## src/rtl/axis_pkt_arbiter.sv

```systemverilog
// axis_pkt_arbiter: packet-level round-robin arbiter sharing one AXI4-Stream master among N slave requesters
// s_axis_*: N requester streams (tdata slice i at [i*DATA_W +: DATA_W]); m_axis_*: shared output stream
// grant_id: current/last granted port; grant_active: a packet is being forwarded; trunc_pulse: MAX_BEATS cut a packet
module axis_pkt_arbiter #(
  parameter int N = 4,
  parameter int DATA_W = 8,
  parameter int MAX_BEATS = 16,
  localparam int GW = (N > 1) ? $clog2(N) : 1
) (
  input  logic                axis_aclk,
  input  logic                axis_areset,
  input  logic [N-1:0]        s_axis_tvalid,
  output logic [N-1:0]        s_axis_tready,
  input  logic [N*DATA_W-1:0] s_axis_tdata,
  input  logic [N-1:0]        s_axis_tlast,
  output logic                m_axis_tvalid,
  input  logic                m_axis_tready,
  output logic [DATA_W-1:0]   m_axis_tdata,
  output logic                m_axis_tlast,
  output logic [GW-1:0]       grant_id,
  output logic                grant_active,
  output logic                trunc_pulse
);
  localparam int CW = (MAX_BEATS > 0) ? $clog2(MAX_BEATS + 1) : 1;
  localparam logic [CW-1:0] LIM = CW'(MAX_BEATS - 1);
  typedef enum logic {IDLE, BUSY} state_t;
  state_t r_state, w_next;
  logic [GW-1:0] r_grant, r_rr, w_sel;
  logic [CW-1:0] r_cnt;
  logic r_trunc, w_lim, w_hs, w_end;
  // Scan from the farthest offset down so the nearest requester after r_rr wins.
  always_comb begin
    w_sel = r_rr;
    for (int k = N; k >= 1; k--)
      if (s_axis_tvalid[GW'((int'(r_rr) + k) % N)]) w_sel = GW'((int'(r_rr) + k) % N);
  end
  always_comb begin
    w_next = r_state;
    s_axis_tready = '0;
    m_axis_tvalid = 1'b0;
    m_axis_tdata = '0;
    m_axis_tlast = 1'b0;
    w_lim = (MAX_BEATS != 0) && (r_cnt == LIM);
    if (r_state == IDLE) w_next = (|s_axis_tvalid) ? BUSY : IDLE;
    else begin
      m_axis_tvalid = s_axis_tvalid[r_grant];
      m_axis_tdata = s_axis_tdata[int'(r_grant)*DATA_W +: DATA_W];
      m_axis_tlast = s_axis_tlast[r_grant] | w_lim;
      s_axis_tready[r_grant] = m_axis_tready;
      w_next = (m_axis_tvalid && m_axis_tready && m_axis_tlast) ? IDLE : BUSY;
    end
  end
  assign w_hs = m_axis_tvalid & m_axis_tready;
  assign w_end = w_hs & m_axis_tlast;
  assign grant_id = r_grant;
  assign grant_active = (r_state == BUSY);
  assign trunc_pulse = r_trunc;
  always_ff @(posedge axis_aclk)
    if (axis_areset) r_state <= IDLE;
    else r_state <= w_next;
  always_ff @(posedge axis_aclk) begin
    if (axis_areset) begin
      r_grant <= '0;
      r_rr <= GW'(N - 1);
      r_cnt <= '0;
      r_trunc <= 1'b0;
    end else begin
      if (r_state == IDLE && |s_axis_tvalid) r_grant <= w_sel;
      if (w_end) r_rr <= r_grant;
      // A forced end is one whose source had not flagged TLAST itself.
      r_trunc <= w_end & ~s_axis_tlast[r_grant];
      r_cnt <= w_end ? '0 : (w_hs && r_cnt != '1) ? r_cnt + 1'b1 : r_cnt;
    end
  end
endmodule

```

## config.mk

```make
export PLATFORM = sky130hd
export DESIGN_NAME = axis_pkt_arbiter
export DESIGN_NICKNAME = d
export VERILOG_FILES = /design/src/rtl/axis_pkt_arbiter.sv
export SDC_FILE = /design/constraint.sdc
export NUM_CORES = 1
export LEC_CHECK = 0
export CORE_MARGIN = 2
export CORE_UTILIZATION = 33
export DETAILED_ROUTE_END_ITERATION = 7
export GPL_TIMING_DRIVEN = 0
export PLACE_DENSITY = 0.73
export SLEW_MARGIN = 20
export SYNTH_ARGS = -nofsm -noshare
export SYNTH_HDL_FRONTEND = slang
export SYNTH_SLANG_ARGS = --single-unit
```

## constraint.sdc

```tcl
create_clock -name axis_aclk -period 1.6 [get_ports axis_aclk]
set_input_delay 0.16 -clock axis_aclk [delete_from_list [all_inputs] [get_ports axis_aclk]]
set_output_delay 0.16 -clock axis_aclk [all_outputs]
set_load 0.01 [all_outputs]
```

### Word-level counts from Yosys, hierarchy flattened

Index checks and enable logic that the tools add are counted.

* bits in registers: 11
* input bits: 43
* output and inout port bits: 18
* word-level logic and storage cells: 62

* add/subtract/negate cells: 5
* magnitude comparators: 6
* eq/ne operators: 2
* shift-type cells: 1
* muxes and demuxes: 29
* bitwise gates (word level): 7
* reductions and logical operators: 7

Operators by type and width (count)
* indexed part select 32 x 6 -> 8 bit: 1
* < comparator 2 x 4 -> 1 bit, second input constant: 4
* two-way mux 1 bit: 16
* binary-select mux 1 bit (select 2 bit): 6
* two-way mux 2 bit: 4
* two-way mux 8 bit: 1
* adder 5 x 1 -> 5 bit, second input constant: 1
* == test 5 x 4 -> 1 bit, second input constant: 1
* logical AND 1 bit: 5
* != test 5 bit, second input constant: 1
* adder 2 x 1 -> 2 bit, second input constant: 2
* adder 2 bit, second input constant: 2
* bitwise AND 4 bit: 1
* two-way mux 4 bit: 1
* OR reduction 4 bit: 1
* bitwise AND 1 bit: 3
* < comparator 2 x 3 -> 1 bit, second input constant: 1
* demux 1 bit (select 2 bit): 1
* greater-or-equal comparator 2 x 1 -> 1 bit, second input constant: 1
* inverter 1 bit: 2
* OR reduction 2 bit: 1
* OR 1 bit: 1

### Depth between registers and ports, before layout

* word-level depth: 8
* depth in mapped cells: 8
* depth with buffers taken out: 7

### Worst setup path before layout

OpenSTA, ideal clock, no wires.

* path type: register to register
* start point: register r_cnt[0]
* end point: register r_cnt[3]
* setup time: 0.080 ns
* data arrival time: 1.675 ns
* data required time: 1.520 ns
* setup slack: -0.155 ns
* cell stages (with the launch flop): 7
* path buffers: 0
* period minus slack after synthesis: 1.755 ns
* path through: dfxtp_1 ha_1 and3_1 ha_1 nand4b_4 or3_1 a211oi_2

* cells in the longest elaborated chain, start to end: 5
* elaborated cells on any way between the ends: 8
* classes of those cells: add/sub: 1; eq/ne: 2; mux: 1; bitwise: 2; reduce/logical: 2

Ends and longest elaborated chain
* start: declaration: line 29 `logic [CW-1:0] r_cnt;`
* start signal: assignment: line 72 `r_cnt <= w_end ? '0 : (w_hs && r_cnt != '1) ? r_cnt + 1'b1 : r_cnt;`
* == test 5 x 4 -> 1 bit: line 43 `w_lim = (MAX_BEATS != 0) && (r_cnt == LIM);`
* OR 1 bit: line 48 `m_axis_tlast = s_axis_tlast[r_grant] | w_lim;`
* two-way mux 1 bit: line 44 `if (r_state == IDLE) w_next = (|s_axis_tvalid) ? BUSY : IDLE;`
* bitwise AND 1 bit: line 54 `assign w_end = w_hs & m_axis_tlast;`
* OR reduction 2 bit (no line)

Several ways; a longest one is shown, not always the timed one.
A chain may end at the register's enable or synchronous reset.

### Worst setup path after layout

* start point: register r_grant[0] (netlist: grant_id[0])
* end point: output m_axis_tdata[7]

* cells in the longest elaborated chain, start to end: 2

Ends and longest elaborated chain
* start: declaration: line 28 `logic [GW-1:0] r_grant, r_rr, w_sel;`
* start signal: assignment: line 68 `if (r_state == IDLE && |s_axis_tvalid) r_grant <= w_sel;`
* indexed part select 32 x 6 -> 8 bit: line 47 `m_axis_tdata = s_axis_tdata[int'(r_grant)*DATA_W +: DATA_W];`
* two-way mux 8 bit: line 44
* end: declaration: line 18 `output logic [DATA_W-1:0] m_axis_tdata,`

Every way passes these cells.

==> results.toml <==
[run_status]
outcome = "complete, but fails checks"
violations = "setup timing"

[drt]
vias = 1097
drc = 0
wirelength_um = 3132
dr.pass1.iters = 4
via_per_inst = 5.274
first_iter_violations = 19
ant_nets = 0
wire_per_inst_um = 15.06

[power_and_ir_drop]
p_seq_share_pct = 31.2
p_sw_share_pct = 30.04
p_int_w = 0.0006957
power_density_nw_per_um2 = 542.9
leakagePower_nw = 0.7701
p_sw_w = 0.0002988
pwr-share-comb_pct = 48.8
p_clk_share_pct = 20.0
ir_drop_mv = 0.4010

[grt]
grt_pass1_vias = 1139
grt.total_usage_pct = 19.98
grt_pass1_wl_um = 5223
grt-ovfl-total = 0
grt_max_degree = 11
antenna_found_initial = 0

[critical_path]
crit_path_max_fanout = 4
cp-endpoint = "m_axis_tdata[7]"
reg2regPathDepth = 6
critical_path_depth = 4
crit_chain = "buf_6, mux4_2, and2_4, buf_6"
ff2ff_setup_slack_ns = -0.07
worstPathArrival_ns = 1.57
cp-startpoint = "grant_id[0]$_SDFFE_PP0P_"
crit_required_ns = 1.44
r2r-end = "r_cnt[4]$_SDFFE_PP0P_"
reg2reg_from = "r_cnt[1]$_SDFFE_PP0P_"
crit_family = "multiplexers"
cpMaxStageDelayCell = "mux4_2"
end_kind = "primary output"
start_kind = "flop"
max_stage_delay_ns = 0.50
crit_type = "reg2out"
crit_top_cell = "buf_6"
path_buf_inv = 2

[placed_design]
placed_cell_area_um2 = 1650
io_buffers = 60
place_congestion = 0.7809
pre_cts_ws_ns = -0.4777
dp_hpwl_um = 2363

[logic_synthesis]
ys_dominant_reg_cell = "dfxtp_1"
synth.area.mux_share_pct = 28.17
syn_avg_cell_area_um2 = 9.402
async_reset_ff_share_pct = 0
synthAdderAreaFrac_pct = 3.876
seq_area_frac_synth_pct = 22.74
synth_xor_area_share_pct = 0.9044
yosysTopAreaCell = "dfxtp_1"
ys_seq_elements = 11
synth_top_cell_area_share_pct = 22.74
synth_area_um2 = 968.4
syn_inst = 103
synth-simple-area-share_pct = 28.17
synth_cell_types = 34
synth_edf_count = 0
synthTopCellsByArea = "dfxtp_1 23%, mux4_2 21%, mux2i_1 7.2%"
synth_top_family_by_area = "simple AND/OR/NAND/NOR gates"
ys_warn_count = 0
synth_compound_area_share_pct = 10.72
syn-num-nets = 149

[floorplan]
design.core.area_um2 = 2781
die_y_um = 58.17
die_x_um = 58.17
num_rows = 19
pin_count = 61
floorplan.initialDensity_pct = 34.82
dieArea_um2 = 3384

[final_layout]
final_area_um2 = 1832
drive_gt1_share_pct = 36.72
layout.nets = 224
final_common_cell = "clkdlybuf4s50_1"
final_cell_mix = "42 x clkdlybuf4s50_1, 12 x nor2_1, 9 x buf_4, 9 x mux4_2, 9 x buf_6"
area_growth_syn_to_layout_pct = 89.15
n_antenna_cell = 0
fill_cells = 231

[hold_path]
hold_path_depth = 4
hp-class = "in2reg"

[clocking]
cts_tree = "done"
insertion_delay_ns = 0.28
h-tree-depth = 1
cts_made_buffers = 3
clkSinkCount = 11
clk_pin_slew_ns = 0.07
clockRootBuffer = "clkbuf_4"
clk_path_buf_depth = 2

[timing]
relSlewSlack_pct = 64.61
grt_setup_unrepaired = "yes"
setup_viol = 14
period_needed_ns = 1.727
fin_hold_ws_ns = 0.3347
fmax_mhz = 579.1
tightestPinTransition_ns = 0.5308
final_hold_viol_count = 0
slew_violations = 0
period_share_pct = 107.9
fin_ws_ns = -0.1267
finClkSkew_ns = 0.002549

[run]
drv_cap = 0
worst reg2reg max path: cells and delay by family, from the launching register on:
kind | cells | cell delay, ns
simple gates | 2 | 0.37
flops | 1 | 0.34
buf+inv | 1 | 0.17
fa+ha+maj | 2 | 0.34
compound gates | 1 | 0.35
Yosys cell counts, types with 2 or more instances:
master / instances
o211ai_1: 2
ha_1: 3
nor2b_1: 4
and3_1: 2
nor2_1: 14
nand2_1: 4
dfxtp_1: 11
nor3_1: 3
clkbuf_1: 2
mux2i_1: 7
o21ai_0: 2
inv_1: 2
nand3_1: 3
and2_1: 11
mux4_2: 9
buf_2: 3
nand2b_1: 3
nor4_1: 2
how the worst min path moves through the flow:
stage / start / end / slack (ns)
floorplan: axis_areset / r_cnt[4]$_SDFFE_PP0P_ / 0.24
global route: s_axis_tvalid[0] / grant_id[0]$_SDFFE_PP0P_ / 0.37
detailed placement: r_cnt[3]$_SDFFE_PP0P_ / r_cnt[3]$_SDFFE_PP0P_ / 0.52
CTS: r_rr[0]$_SDFFE_PP1P_ / grant_id[0]$_SDFFE_PP0P_ / 0.52
global placement: r_cnt[3]$_SDFFE_PP0P_ / r_cnt[3]$_SDFFE_PP0P_ / 0.50
finish: s_axis_tvalid[2] / grant_id[0]$_SDFFE_PP0P_ / 0.33
routing by layer:
metal / vias up / global-route usage [%] / part of all wire [%]
met5: - / 0 / 0
met4: 0 / 6.977 / 1.4
met3: 5 / 4.241 / 11
met2: 61 / 37.34 / 51
met1: 506 / 22.10 / 37
li1: 525 / - / -
cells by family (layout without fill, tap and decap cells):
kind of cell	after synthesis	after routing
AND/OR/NAND/NOR	49	49
multiplexers	16	16
AO/OA/AOI/OAI	13	13
flip-flops	11	11
buffers and inverters	10	84
adder cells (fa/ha/maj)	3	3
XOR/XNOR	1	1
registers in the layout (all words and copies together), names as in the netlist:
register      flops
grant_active      1
r_rr              2
r_cnt             5
trunc_pulse       1
grant_id          2
metrics by stage:
stage | util (%) | std cells | setup TNS [ns] | total power, W
after global placement | 59.33 | 194 | -5.119 | 0.0007357
after detailed placement | 59.33 | 194 | -5.484 | 0.0007434
after CTS | 63.79 | 208 | -2.125 | 0.0009868
after floorplan | - | 103 | -0.02630 | 0.0005250
final | 65.86 | 208 | -1.212 | 0.0009945
after global routing | 65.86 | 208 | -2.266 | 0.001048
timing repair:
item                       in CTS  in global routing
hold buffers                    0                  0
pin swaps                       6                  5
buffers inserted               11                  2
gates resized for setup        67                 17
cloned                          0                  0
setup endpoints to repair      22                 18
power groups by stage:
stage               Clock (W)  Combinational [W]  Sequential, W
floorplan                   0           0.000212       0.000313
global placement            0           0.000424       0.000311
detailed placement          0           0.000432       0.000312
CTS                  0.000202           0.000479       0.000306
global route         0.000209           0.000525       0.000313
finish               0.000198           0.000486       0.000310
final cells by class:
cell class                 instances  area (um2)  area share, %
buffer                             4       35.03          1.913
clock buffer                       4       26.28          1.434
inverter                           3       11.26         0.6148
multi-input combinational         82       792.0          43.24
sequential                        11       231.5          12.64
tap                               31       38.79          2.117
timing repair buffer              73       696.9          38.05
No activity file was read; power rests on OpenSTA's default activity.
